[src/rtl/dff_ser_tx.sv]
// dff_ser_tx: parallel-to-serial frame transmitter.
// Accepts a WIDTH-bit word over load_valid/load_ready and shifts it out on
// txd LSB first, framed by a start bit (0) and a stop bit (1). Bit timing
// advances only on clk edges where ce=1; acceptance itself ignores ce.
// Optional macro DFF_SER_TX_PARITY_EN inserts an even-parity bit (XOR of the
// word) between the last data bit and the stop bit.
//
// state  | meaning
// -------+--------------------------------------------------------------
// IDLE   | line high, load_ready=1, waiting for a word
// START  | driving start bit (0) until the next ce edge
// DATA   | driving shift[0]; one bit per ce edge, WIDTH bits total
// PARITY | driving even parity of the latched word (parity build only)
// STOP   | driving stop bit (1); ce edge returns to IDLE and pulses done
module dff_ser_tx #(
  parameter int WIDTH = 4
) (
  input  logic             clk,
  input  logic             rst_n,
  input  logic             ce,
  input  logic             load_valid,
  input  logic [WIDTH-1:0] load_data,
  output logic             load_ready,
  output logic             txd,
  output logic             busy,
  output logic             done
);

  localparam int CNT_W = $clog2(WIDTH) + 1;

  typedef enum logic [2:0] {
    IDLE,
    START,
    DATA,
`ifdef DFF_SER_TX_PARITY_EN
    PARITY,
`endif
    STOP
  } state_t;

  state_t           state, state_nxt;
  logic [WIDTH-1:0] shift, shift_nxt;
  logic [CNT_W-1:0] cnt, cnt_nxt;
  logic             txd_nxt;
  logic             done_nxt;
`ifdef DFF_SER_TX_PARITY_EN
  logic             par, par_nxt;
`endif

  // State, datapath and registered outputs; reset wins over everything.
  always_ff @(posedge clk) begin
    if (!rst_n) begin
      state      <= IDLE;
      shift      <= '0;
      cnt        <= '0;
      txd        <= 1'b1;
      busy       <= 1'b0;
      done       <= 1'b0;
      load_ready <= 1'b0;
`ifdef DFF_SER_TX_PARITY_EN
      par        <= 1'b0;
`endif
    end else begin
      state      <= state_nxt;
      shift      <= shift_nxt;
      cnt        <= cnt_nxt;
      txd        <= txd_nxt;
      busy       <= (state_nxt != IDLE);
      done       <= done_nxt;
      load_ready <= (state_nxt == IDLE);
`ifdef DFF_SER_TX_PARITY_EN
      par        <= par_nxt;
`endif
    end
  end

  // Next-state, next-datapath and next-output decode.
  always_comb begin
    state_nxt = state;
    shift_nxt = shift;
    cnt_nxt   = cnt;
    done_nxt  = 1'b0;
    txd_nxt   = 1'b1;
`ifdef DFF_SER_TX_PARITY_EN
    par_nxt   = par;
`endif
    case (state)
      IDLE: begin
        if (load_valid && load_ready) begin
          shift_nxt = load_data;
          cnt_nxt   = '0;
          state_nxt = START;
`ifdef DFF_SER_TX_PARITY_EN
          par_nxt   = ^load_data;
`endif
        end
      end
      START: begin
        if (ce) begin
          cnt_nxt   = '0;
          state_nxt = DATA;
        end
      end
      DATA: begin
        if (ce) begin
          shift_nxt = shift >> 1;
          cnt_nxt   = cnt + CNT_W'(1);
          if (cnt == CNT_W'(WIDTH - 1)) begin
`ifdef DFF_SER_TX_PARITY_EN
            state_nxt = PARITY;
`else
            state_nxt = STOP;
`endif
          end
        end
      end
`ifdef DFF_SER_TX_PARITY_EN
      PARITY: begin
        if (ce) state_nxt = STOP;
      end
`endif
      STOP: begin
        if (ce) begin
          state_nxt = IDLE;
          done_nxt  = 1'b1;
        end
      end
      default: state_nxt = IDLE;
    endcase

    // txd is registered, so it is decoded from where the FSM is going.
    case (state_nxt)
      START:   txd_nxt = 1'b0;
      DATA:    txd_nxt = shift_nxt[0];
`ifdef DFF_SER_TX_PARITY_EN
      PARITY:  txd_nxt = par_nxt;
`endif
      default: txd_nxt = 1'b1;
    endcase
  end

endmodule

[config.mk]
export PLATFORM = sky130hd
export DESIGN_NAME = dff_ser_tx
export DESIGN_NICKNAME = d
export VERILOG_FILES = /design/src/rtl/dff_ser_tx.sv
export SDC_FILE = /design/constraint.sdc
export NUM_CORES = 1
export LEC_CHECK = 0
export ABC_AREA = 0
export BUFFER_PORTS_ARGS = -buffer_cell sky130_fd_sc_hd__buf_2
export CAP_MARGIN = 20
export CORE_MARGIN = 2
export CORE_UTILIZATION = 40
export DETAILED_ROUTE_END_ITERATION = 6
export PLACE_DENSITY = 0.66
export SYNTH_ARGS = -nofsm -noshare
export SYNTH_HDL_FRONTEND = slang
export SYNTH_SLANG_ARGS = --single-unit
[constraint.sdc]
create_clock -name clk -period 1.41 [get_ports clk]
set_input_delay 0.2115 -clock clk [delete_from_list [all_inputs] [get_ports clk]]
set_output_delay 0.2115 -clock clk [all_outputs]
set_load 0.02 [all_outputs]
# Word level (Yosys, flattened, before mapping)
# Index checks and enable logic that the tools add are counted.
# totals
reg_bits,14
latchBits,0
ram_bits,0
mem_bits_ro,0
inputBits,8
out_inout_bits,4
elab_cells,42
mem_count,0
# classes
n_addsub,1
multipliers,0
n_div,0
order_cmp,0
n_eq_ne,9
n_shift,0
muxes,15
n_bitwise,0
reduce_logical,9
# op_table
cell,n
3-bit two-way mux,8
"3-bit by 2-bit == test with 1-bit output, second input constant",4
3-bit case mux with 4 select lines,1
3-bit case mux with 3 select lines,1
4-bit two-way mux,2
4-bit case mux with 2 select lines,1
"3-bit by 1-bit == test with 1-bit output, second input constant",2
3-bit logical NOT,2
"2-bit inequality test, second input constant",3
3-bit nonzero test,2
4-bit AND reduction,1
"3-bit by 1-bit adder with 3-bit output, second input constant",1
3-bit AND reduction,1
1-bit case mux with 2 select lines,1
2-bit AND reduction,1
2-bit nonzero test,1
1-bit logical AND,1
1-bit two-way mux,1

# Longest topological paths before layout
# Gate-level depths: netlist of the first run.
# logic_depth
ltp_word,6
ltp_mapped,5
ltp_nobuf,5

# Least setup slack after synthesis of the first run
# OpenSTA, ideal clock, no wires.
# synth_timing
path_type,register -> register
start,register cnt[0]
end,register cnt[2]
setup_time_ns,0.070
t_arrival_ns,1.348
required_ns,1.340
setup_slack_ns,-0.008
path_stages_with_launch,5
path_buffers,0
period_less_slack_ns,1.418
path_cell_list,dfxtp_1 -> ha_1 -> ha_1 -> or4b_1 -> a21boi_1
# synth_via
elab_chain_len,3
# synth_rtl
element,line,source
"start, declared",43,"logic [CNT_W-1:0] cnt, cnt_nxt;"
"start signal, assigned",66,cnt <= cnt_nxt;
3-bit by 1-bit adder with 3-bit output,107,cnt_nxt = cnt + CNT_W'(1);
3-bit two-way mux,105,if (ce) begin
3-bit case mux with 3 select lines,87,case (state)
# No other way between the ends. The select of a mux whose other input is x is not followed.
# A chain may end at the register's enable or synchronous reset.

# Worst setup path after layout of the first run
# layout_timing
start,register state[0]
end,register cnt[2]
# layout_via
elab_chain_len,3
elab_cells_between_ends,9
cone_classes,eq/ne: 5; mux: 1; reduce/logical: 3
# layout_rtl
element,line,source
"start, declared",41,"state_t state, state_nxt;"
"start signal, assigned",64,state <= state_nxt;
3-bit by 1-bit == test with 1-bit output (tied with other cells),87,
2-bit inequality test (no source line) / 3-bit nonzero test (equally long branches),--,
4-bit AND reduction (no source line),--,
# Several ways; a longest one is shown, not always the timed one.

==> results of run 1 <==
==> state kept, by name (all words and copies together) (netlist names) <==
register,flops
done,1
state,3
txd,1
shift,4
busy,1
load_ready,1
cnt,3
==> worst paths after layout <==
kind / from / end / cells past startpoint
worst min-delay path: load_data[3] / shift[3] / 3
worst max-delay path: state[0] / cnt[2] / 4
worst min register to register: shift[3] / shift[3] / 2
worst max register to register: state[0] / cnt[2] / 4
==> metrics by stage <==
step / std cells / cell area [sq um]
after floorplan: 68 / 661
after detailed placement: 100 / 769
after global placement: 100 / 769
after CTS: 103 / 832
final: 103 / 850
after global routing: 103 / 850
==> worst max-delay path, cell delays in order (launching register included) <==
cell and delay, ns:
dfxtp_4 0.37, buf_6 0.12, nor3b_4 0.23, or4b_4 0.49, a21boi_2 0.12
==> metal layers <==
metal / track usage, % / vias up / part of all wire (%)
li1: - / 284 / -
met1: 18.8 / 244 / 49
met2: 23.8 / 11 / 47
met3: 3.67 / 0 / 4.5
met4: 5.45 / 0 / 0
met5: 0 / - / 0
==> synthesized netlist by cell type, drive strengths merged <==
cell type,number
and2,2
or4b,1
or2,2
a211oi,1
o311a,1
a221oi,1
ha,2
conb,1
a21oi,1
dfxtp,14
or3,2
a31oi,2
a22oi,2
xnor2,1
nor3,1
xor2,1
nor2b,3
inv,2
nor2,4
a21boi,6
nor3b,1
nand2b,1
o21a,1
nand4bb,1
buf,2
a32oi,1
nand2,4
o21ai,3
nand3,4
==> kinds of logic (layout without fill, tap and decap cells) <==
kind of cell / Yosys count / after routing
buffers and inverters: 4 / 23
XOR/XNOR: 2 / 2
AND/OR/NAND/NOR: 26 / 26
AO/OA/AOI/OAI: 19 / 19
other: 1 / 1
flip-flops: 14 / 14
adder cells (fa/ha/maj): 2 / 2
==> repair_timing <==
| item | in CTS | in global routing |
|---|---|---|
| resized for setup | 8 | 6 |
| buffers inserted | 0 | 0 |
| hold endpoints to repair | 0 | 0 |
| hold buffers | 0 | 0 |
| pin swaps | 3 | 6 |
| setup endpoints to repair | 2 | 5 |
==> area by class of cell <==
type	count	area share, %
multi-input cells	50	47.1
clock buffers	3	2.65
repair buffers	18	13.1
well taps	16	2.36
flip-flops and latches	14	33.9
inverters	2	0.884
==> report_power, final <==
group | switching [mW] | total, mW | internal, mW
Clock | 0.121 | 0.219 | 0.0988
Sequential | 0.00572 | 0.409 | 0.403
Combinational | 0.0378 | 0.0731 | 0.0353
==> reports/results.tsv, run 1 <==
stage	metric	value	unit
critical_path	crit_arrival	1.61	ns
yosys	avgSynthCellArea	9.72	sq um
clocking	cts_made_buffers	3	
global_routing	grt_pass1_vias	483	
clocking	cts_buffer_depth	2	
placement	io_buffers	11	
route	num_vias	539	
global_routing	grt_use_total	14.7	%
die	top_level_ports	12	
sta	max_freq	717	MHz
yosys	syn-instance-count	68	
route	firstDrtPassIters	4	
yosys	ys.warnings.count	0	
die	core_area	0.00152	sq mm
yosys	ys_types	34	
clocking	clk_latency	0.27	ns
critical_path	cp.required	1.63	ns
clocking	clock_sinks	14	
run	maxCapViolCount	0	
yosys	muxShareOfSynthArea	0	%
yosys	ys_top_cells_by_area	dfxtp_1, a21boi_0, ha_1, nand3_1, nor2b_1	
clocking	cts_tree	yes	
sta	tns	0	ns
placement	gp_congestion	0.713	
clocking	htreeDepth	1	
critical_path	critical_path_class	reg2reg	
yosys	ys_seq_area_share	42.4	%
sta	hold_violations	0	
yosys	yosys.area_share.simple	25.2	%
placement	pre_cts_slack	-0.0371	ns
cells_and_area	drive_above_1_share	43.7	%
critical_path	r2r_setup_slack	0.01	ns
critical_path	crit_fanout	6	
yosys	synth_top_family_by_area	simple AND/OR/NAND/NOR gates	
global_routing	grt_max_degree	10	
clocking	cts_root_buf	clkbuf_4	
cells_and_area	multi_input_area	400	sq um
cells_and_area	syn_to_final_growth	28.6	%
sta	fin_ws	0.0149	ns
cells_and_area	finalNetCount	99	
yosys	synth_adder_area_share	3.79	%
placement	dp_hpwl	949	microns
cells_and_area	final_cell_mix	buf_2, dfxtp_1, buf_4	
global_routing	grt_first_pass_wirelength	2.15	mm
critical_path	cp-end-kind	flip-flop	
global_routing	antenna_found_initial	0	
route	drt_iter0_drc	16	
yosys	synth_fp_nets	78	
yosys	synth_xor_area_share	2.65	%
cells_and_area	regArea	288	sq um
route	wl_per_cell	12.1	microns
yosys	synth.largest_area_cell	dfxtp_1	
worst_hold_path	hp-class	in2reg	
yosys	synth_compound_area_share	21.4	%
yosys	ys_ff_latch	14	
sta	setup_viol_count_final	0	
pwr	p_total	0.701	mW
cells_and_area	fillCellCount	132	
cells_and_area	diodes	0	
sta	fin_skew	0.00467	ns
die	initial_core_util	43.3	%
die	rows	14	
die	die_h	44.6	microns
cells_and_area	utilization	55.7	%
sta	hold_slack	0.183	ns
yosys	synth_area	661	sq um
pwr	power_density	825	mW/mm^2
global_routing	overflow	0	
sta	drv_slew	0	
route	drc	0	
route	via_per_inst	5.23	
pwr	ir_worst_vdd	0.513	mV
critical_path	crit_path_start_kind	flip-flop	
die	die_area	0.00199	sq mm
sta	min_period_over_period	98.9	%
outcome	status	finished clean	
die	die_w	44.6	microns
cells_and_area	final_common_cell	buf_2	
sta	rsz0062_at_grt	true	
route	postRouteAntennaNets	0	
yosys	synth_top_area_share	42.4	%
route	wl	1.25	mm
sta	period_minus_slack	1.40	ns
clocking	clkTransAtPathRegs	0.08	ns
pwr	cellLeakagePower	0.328	nW
Note: power is estimated with default switching activity, not from simulation.
==> inputs of run 2 (changes only) <==
==> constraint.sdc (replaced) <==
create_clock -name clk -period 1.41 [get_ports clk]
set_input_delay 0.2115 -clock clk [delete_from_list [all_inputs] [get_ports clk]]
set_output_delay 0.2115 -clock clk [all_outputs]
set_load 0.05 [all_outputs]
==> run 2 against run 1 <==
The run now ends with setup timing left. Cell area grew 1.5%. Worst setup slack lost 0.027 ns. Via count grew 6.5%. Critical path depth did not move. Largest power group unchanged. Sequential power about the same.
==> reports/results.tsv, run 2 (synthesized netlist as in run 1, its figures left out) <==
stage	metric	value	unit	change
critical_path	critical_path_class	reg2reg		unchanged
cells_and_area	finalNetCount	99		unchanged
die	top_level_ports	12		unchanged
route	postRouteAntennaNets	0		unchanged
route	wl_per_cell	13.5	microns	was 12.1 microns
global_routing	grt_max_degree	10		unchanged
pwr	pwr-share-clk	37.6	%	was 31.3%
placement	gp_congestion	0.714		was 0.713
cells_and_area	drive_above_1_share	44.3	%	was 43.7%
sta	fin_skew	0.00478	ns	was 0.00467 ns
cells_and_area	regArea	289	sq um	was 288 sq um
die	die_area	0.00199	sq mm	unchanged
pwr	internal-power	0.596	mW	was 0.537 mW
run	maxCapViolCount	0		unchanged
route	drt_iter0_drc	3		was 16
outcome	status	finished with violations		was finished clean
cells_and_area	top_regs	shift (4), cnt (3), state (3)		unchanged
global_routing	grt_use_total	15.1	%	was 14.7%
clocking	post_cts_buffers	0		unchanged
route	drc	0		unchanged
critical_path	critPathTopFamily	simple AND/OR/NAND/NOR gates		unchanged
placement	pre_cts_slack	-0.0325	ns	was -0.0371 ns
sta	max_freq	703	MHz	was 717 MHz
global_routing	grt_pass1_vias	496		was 483
critical_path	crit_path_start_kind	flip-flop		unchanged
sta	min_period_over_period	101	%	was 98.9%
global_routing	overflow	0		unchanged
critical_path	cp.required	1.64	ns	was 1.63 ns
critical_path	crit_path_top_delay_cell	or4b_4		unchanged
sta	period_minus_slack	1.42	ns	was 1.40 ns
sta	tns	-0.0126	ns	was 0 ns
placement	dpl-instance-area	771	sq um	was 769 sq um
cells_and_area	final_cell_area	862	sq um	was 850 sq um
pwr	p_sw_share	24.2	%	was 23.4%
pwr	ir_worst_vdd	0.444	mV	was 0.513 mV
critical_path	crit_top_cell	ha_4		
placement	dp_hpwl	968	microns	was 949 microns
sta	setup_viol_count_final	1		was 0
critical_path	cp-end-kind	flip-flop		unchanged
cells_and_area	final_cells	104		was 103
cells_and_area	largest_reg_flops	4		unchanged
cells_and_area	multi_input_area	398	sq um	was 400 sq um
critical_path	crit_arrival	1.65	ns	was 1.61 ns
sta	hold_slack	0.169	ns	was 0.183 ns
cells_and_area	fillCellCount	139		was 132
placement	io_buffers	11		unchanged
cells_and_area	utilization	56.6	%	was 55.7%
pwr	pwr-share-comb	10.5	%	was 10.4%
critical_path	cp_cell_sequence	ha_4 -> ha_4 -> or4b_4 -> a21boi_2		was buf_6 -> nor3b_4 -> or4b_4 -> a21boi_2
die	die_w	44.6	microns	unchanged
sta	hold_violations	0		unchanged
clocking	cts_root_buf	clkbuf_4		unchanged
die	die_h	44.6	microns	unchanged
pwr	cellLeakagePower	0.334	nW	was 0.328 nW
cells_and_area	final_common_cell	buf_2		unchanged
critical_path	critPathBufInv	0		was 1
die	rows	14		unchanged
clocking	clkTransAtPathRegs	0.09	ns	was 0.08 ns
worst_hold_path	hp-class	in2reg		unchanged
placement	dp.cells	100		unchanged
die	core_area	0.00152	sq mm	unchanged
clocking	cts_buffer_depth	2		unchanged
cells_and_area	final_cell_mix	buf_2, dfxtp_1, buf_4		unchanged
pwr	power_density	912	mW/mm^2	was 825 mW/mm^2
clocking	cts_tree	yes		unchanged
route	via_per_inst	5.52		was 5.23
global_routing	grt_first_pass_wirelength	2.17	mm	was 2.15 mm
die	initial_core_util	43.3	%	unchanged
critical_path	crit_path_max_incr_delay	0.54	ns	was 0.49 ns
clocking	clock_sinks	14		unchanged
route	wl	1.40	mm	was 1.25 mm
clocking	clk_latency	0.28	ns	was 0.27 ns
pwr	p_total	0.786	mW	was 0.701 mW
pwr	p_sw	0.191	mW	was 0.164 mW
sta	rsz0062_at_grt	true		unchanged
route	firstDrtPassIters	4		unchanged
clocking	htreeDepth	1		unchanged
clocking	cts_made_buffers	3		unchanged
cells_and_area	top_register	shift		unchanged
cells_and_area	diodes	0		unchanged
outcome	violations	setup timing		
cells_and_area	syn_to_final_growth	30.5	%	was 28.6%
global_routing	antenna_found_initial	0		unchanged
sta	drv_slew	0		unchanged
route	num_vias	574		was 539
critical_path	crit_fanout	2		was 6
pwr	seq_power_share	52.0	%	was 58.3%
sta	fin_ws	-0.0126	ns	was 0.0149 ns
-- run 2: repair_timing --
action                                  in CTS  in global routing
hold buffers                                 0                  0
pin swaps                                    3                  4
endpoints found under the setup margin       3                  6
gates resized for setup                      7                  6
-- run 2: worst min-delay path, stage by stage --
cell	delay (ns)
buf_2	0.09
nand2_1	0.04
a21boi_0	0.06
-- run 2: area by class of cell --
type	count	share of cell area (%)
clock buffers	4	4.21
inverters	2	0.871
repair buffers	18	12.9
well taps	16	2.32
flip-flops and latches	14	33.5
multi-input cells	50	46.2
-- run 2: path summary, 6_finish.rpt --
path,startpoint,to,slack (ns),cells past startpoint
worst max-delay path,cnt[0],cnt[2],-0.01,4
worst min-delay path,load_data[3],shift[3],0.17,3
worst max register to register,cnt[0],cnt[2],-0.01,4
worst min register to register,shift[3],shift[3],0.48,2
-- run 2: per-layer routing --
layer	routed length (microns)	vias up	part of all wire, %	track usage [%]
li1	-	284	-	-
met1	646	267	46	18.1
met2	661	19	47	25.5
met3	81	4	5.8	2.86
met4	14	0	1.0	7.27
met5	0	-	0	0
-- run 2: power groups by stage --
| stage | Combinational (mW) | Clock [mW] | Sequential (mW) |
|---|---|---|---|
| 2_1_floorplan | 0.0354 | 0 | 0.432 |
| 3_3_place_gp | 0.0779 | 0 | 0.419 |
| 3_5_place_dp | 0.0785 | 0 | 0.419 |
| 4_1_cts | 0.0793 | 0.298 | 0.410 |
| 5_1_grt | 0.0892 | 0.319 | 0.410 |
| 6_report | 0.0822 | 0.295 | 0.409 |
==> inputs of run 3 (changes only) <==
--- a/config.mk
+++ b/config.mk
@@ -11,6 +11,7 @@
 export CORE_MARGIN = 2
 export CORE_UTILIZATION = 40
 export DETAILED_ROUTE_END_ITERATION = 6
+export GPL_TIMING_DRIVEN = 0
 export PLACE_DENSITY = 0.66
 export SYNTH_ARGS = -nofsm -noshare
 export SYNTH_HDL_FRONTEND = slang
==> run 3 against run 2 <==
The flow still finishes with violations (setup timing). Worst setup slack worse by 0.038 ns. Die area unchanged. Via count down 3.7%. Clock skew down 0.0028 ns. Global-route usage up 2.3 points. Final cell count down 2.9%. Fmax down 2.6%. First-iteration DRC count up 130%. Flip-flop and latch count unchanged. Sequential share of layout area up 0.88 points. Non-clock buffer count down 2. Critical path type unchanged. Largest power group unchanged. Total power down 8.8%. Largest cell class unchanged.
==> reports/results.tsv, run 3 (synthesized netlist as in run 1, its figures left out) <==
stage	metric	value	unit	change
outcome	status	finished with violations		unchanged
outcome	violations	setup timing		unchanged
sta	min_period_over_period	104	%	was 101%
cells_and_area	top_register	shift		unchanged
route	postRouteAntennaNets	0		unchanged
die	rows	14		unchanged
global_routing	grt_max_degree	10		unchanged
route	wl	1.40	mm	about the same
pwr	p_sw_share	25.3	%	was 24.2%
sta	hold_violations	0		unchanged
sta	hold_slack	0.169	ns	about the same
die	top_level_ports	12		unchanged
cells_and_area	multi_input_area	412	sq um	was 398 sq um
global_routing	antenna_found_initial	0		unchanged
cells_and_area	finalNetCount	97		was 99
cells_and_area	final_common_cell	buf_2		unchanged
pwr	p_sw	0.181	mW	was 0.191 mW
critical_path	crit_path_top_delay_cell	or4b_1		was or4b_4
placement	dp_hpwl	878	microns	was 968 microns
sta	fin_ws	-0.0510	ns	was -0.0126 ns
route	wl_per_cell	13.8	microns	was 13.5 microns
cells_and_area	diodes	0		unchanged
cells_and_area	syn_to_final_growth	28.8	%	was 30.5%
critical_path	crit_fanout	8		was 2
route	num_vias	553		was 574
pwr	power_density	843	mW/mm^2	was 912 mW/mm^2
pwr	pwr-share-clk	31.8	%	was 37.6%
sta	setup_viol_count_final	2		was 1
critical_path	crit_arrival	1.68	ns	was 1.65 ns
placement	io_buffers	11		unchanged
global_routing	grt_first_pass_wirelength	2.38	mm	was 2.17 mm
die	die_h	44.6	microns	unchanged
sta	max_freq	684	MHz	was 703 MHz
clocking	htreeDepth	1		unchanged
pwr	seq_power_share	57.3	%	was 52.0%
sta	rsz0062_at_grt	true		unchanged
clocking	cts_made_buffers	3		unchanged
clocking	clk_latency	0.28	ns	about the same
critical_path	cp-end-kind	flip-flop		unchanged
pwr	internal-power	0.536	mW	was 0.596 mW
global_routing	grt_pass1_vias	524		was 496
critical_path	rr_endpoint	cnt[2]		unchanged
cells_and_area	top_regs	shift (4), cnt (3), state (3)		unchanged
clocking	clock_sinks	14		unchanged
run	maxCapViolCount	0		unchanged
placement	dpl-instance-area	737	sq um	was 771 sq um
clocking	clkTransAtPathRegs	0.08	ns	was 0.09 ns
placement	gp_congestion	0.713		was 0.714
pwr	pwr-share-comb	11.0	%	was 10.5%
sta	fin_skew	0.00196	ns	was 0.00478 ns
clocking	ctsHoldBuffers	0		unchanged
cells_and_area	regArea	293	sq um	was 289 sq um
route	via_per_inst	5.48		was 5.52
worst_hold_path	hold_depth	3		unchanged
critical_path	reg2regPathDepth	5		was 4
critical_path	cp_cell_sequence	buf_6 -> xor2_2 -> a32oi_2 -> or4b_1 -> a21boi_1		was ha_4 -> ha_4 -> or4b_4 -> a21boi_2
sta	period_minus_slack	1.46	ns	was 1.42 ns
cells_and_area	drive_above_1_share	45.9	%	was 44.3%
die	initial_core_util	43.3	%	unchanged
worst_hold_path	hp-class	in2reg		unchanged
critical_path	crit_path_max_incr_delay	0.51	ns	was 0.54 ns
worst_hold_path	hold_end	shift[3]		unchanged
cells_and_area	fillCellCount	145		was 139
global_routing	grt_use_total	17.4	%	was 15.1%
global_routing	overflow	0		unchanged
placement	pre_cts_slack	-0.0801	ns	was -0.0325 ns
worst_hold_path	min-delay-start	load_data[3]		unchanged
route	drc	0		unchanged
route	drt_iter0_drc	7		was 3
sta	drv_slew	0		unchanged
critical_path	timing.rr.start	state[1]		was cnt[0]
route	firstDrtPassIters	4		unchanged
die	die_area	0.00199	sq mm	unchanged
cells_and_area	largest_reg_flops	4		unchanged
pwr	cellLeakagePower	0.321	nW	was 0.334 nW
die	die_w	44.6	microns	unchanged
pwr	ir_worst_vdd	0.544	mV	was 0.444 mV
cells_and_area	final_cell_mix	buf_2, dfxtp_1		was buf_2, dfxtp_1, buf_4
critical_path	r2r_setup_slack	-0.05	ns	was -0.01 ns
critical_path	cp.required	1.63	ns	was 1.64 ns
cells_and_area	final_cell_area	851	sq um	was 862 sq um
clocking	cts_tree	yes		unchanged
critical_path	crit_path_start_kind	flip-flop		unchanged
critical_path	critical_path_class	reg2reg		unchanged
die	core_area	0.00152	sq mm	unchanged
clocking	cts_root_buf	clkbuf_4		unchanged
sta	tns	-0.0806	ns	was -0.0126 ns
clocking	cts_buffer_depth	2		unchanged
[run 3: changes by cell type in the layout (fill, tap and decap cells not counted), sizes merged]
| cell | before | now |
|---|---|---|
| buf | 18 | 16 |
| clkbuf | 4 | 3 |
[run 3: timing repair]
action,4_1_cts,5_1_grt
pin swaps,8,0
gates cloned,0,0
resized for setup,17,0
setup endpoints to repair,6,6
buffers inserted,4,0
[run 3: critical path: cells and delay by family (launching register included)]
family / cells / cell delay [ns]
buffers and inverters: 1 / 0.14
AND/OR/NAND/NOR: 1 / 0.51
XOR/XNOR: 1 / 0.18
AO/OA/AOI/OAI: 2 / 0.25
flip-flops: 1 / 0.32
[run 3: cell type report]
class	count	share of cell area (%)
plain buffers	1	1.32
clock buffers	3	2.65
inverters	2	0.882
multi-input cells	50	48.4
flip-flops and latches	14	34.4
well taps	16	2.35
repair buffers	15	10.0
[run 3: worst max path at each step]
stage	slack (ns)	to	from	cells after the start
detailed placement	-0.08	txd	state[2]	4
global route	-0.12	cnt[2]	state[1]	5
finish	-0.05	cnt[2]	state[1]	5
global placement	-0.06	txd	state[2]	4
CTS	-0.02	txd	state[0]	4
floorplan	0.009	cnt[2]	cnt[0]	4
[run 3: power groups by stage]
stage               combinational (mW)  sequential, mW  clock [mW]
finish                          0.0787           0.411       0.228
global route                    0.0870           0.412       0.250
CTS                             0.0779           0.410       0.229
detailed placement              0.0710           0.421           0
global placement                0.0704           0.421           0
floorplan                       0.0354           0.432           0
[run 3: layer usage]
layer	share of wire [%]	track usage (%)	wire, microns
met3	6.2	5.71	86
met2	48	28.4	666
met5	0	0	0
met4	2.4	9.09	34
met1	44	20.1	610
[run 3: through the flow]
step / std cells / util [%] / power (mW)
final: 101 / 55.8 / 0.717
after global routing: 101 / 55.8 / 0.748
after CTS: 101 / 55.8 / 0.718
after detailed placement: 95 / 48.4 / 0.492
after global placement: 95 / 48.4 / 0.492
after floorplan: 68 / - / 0.467
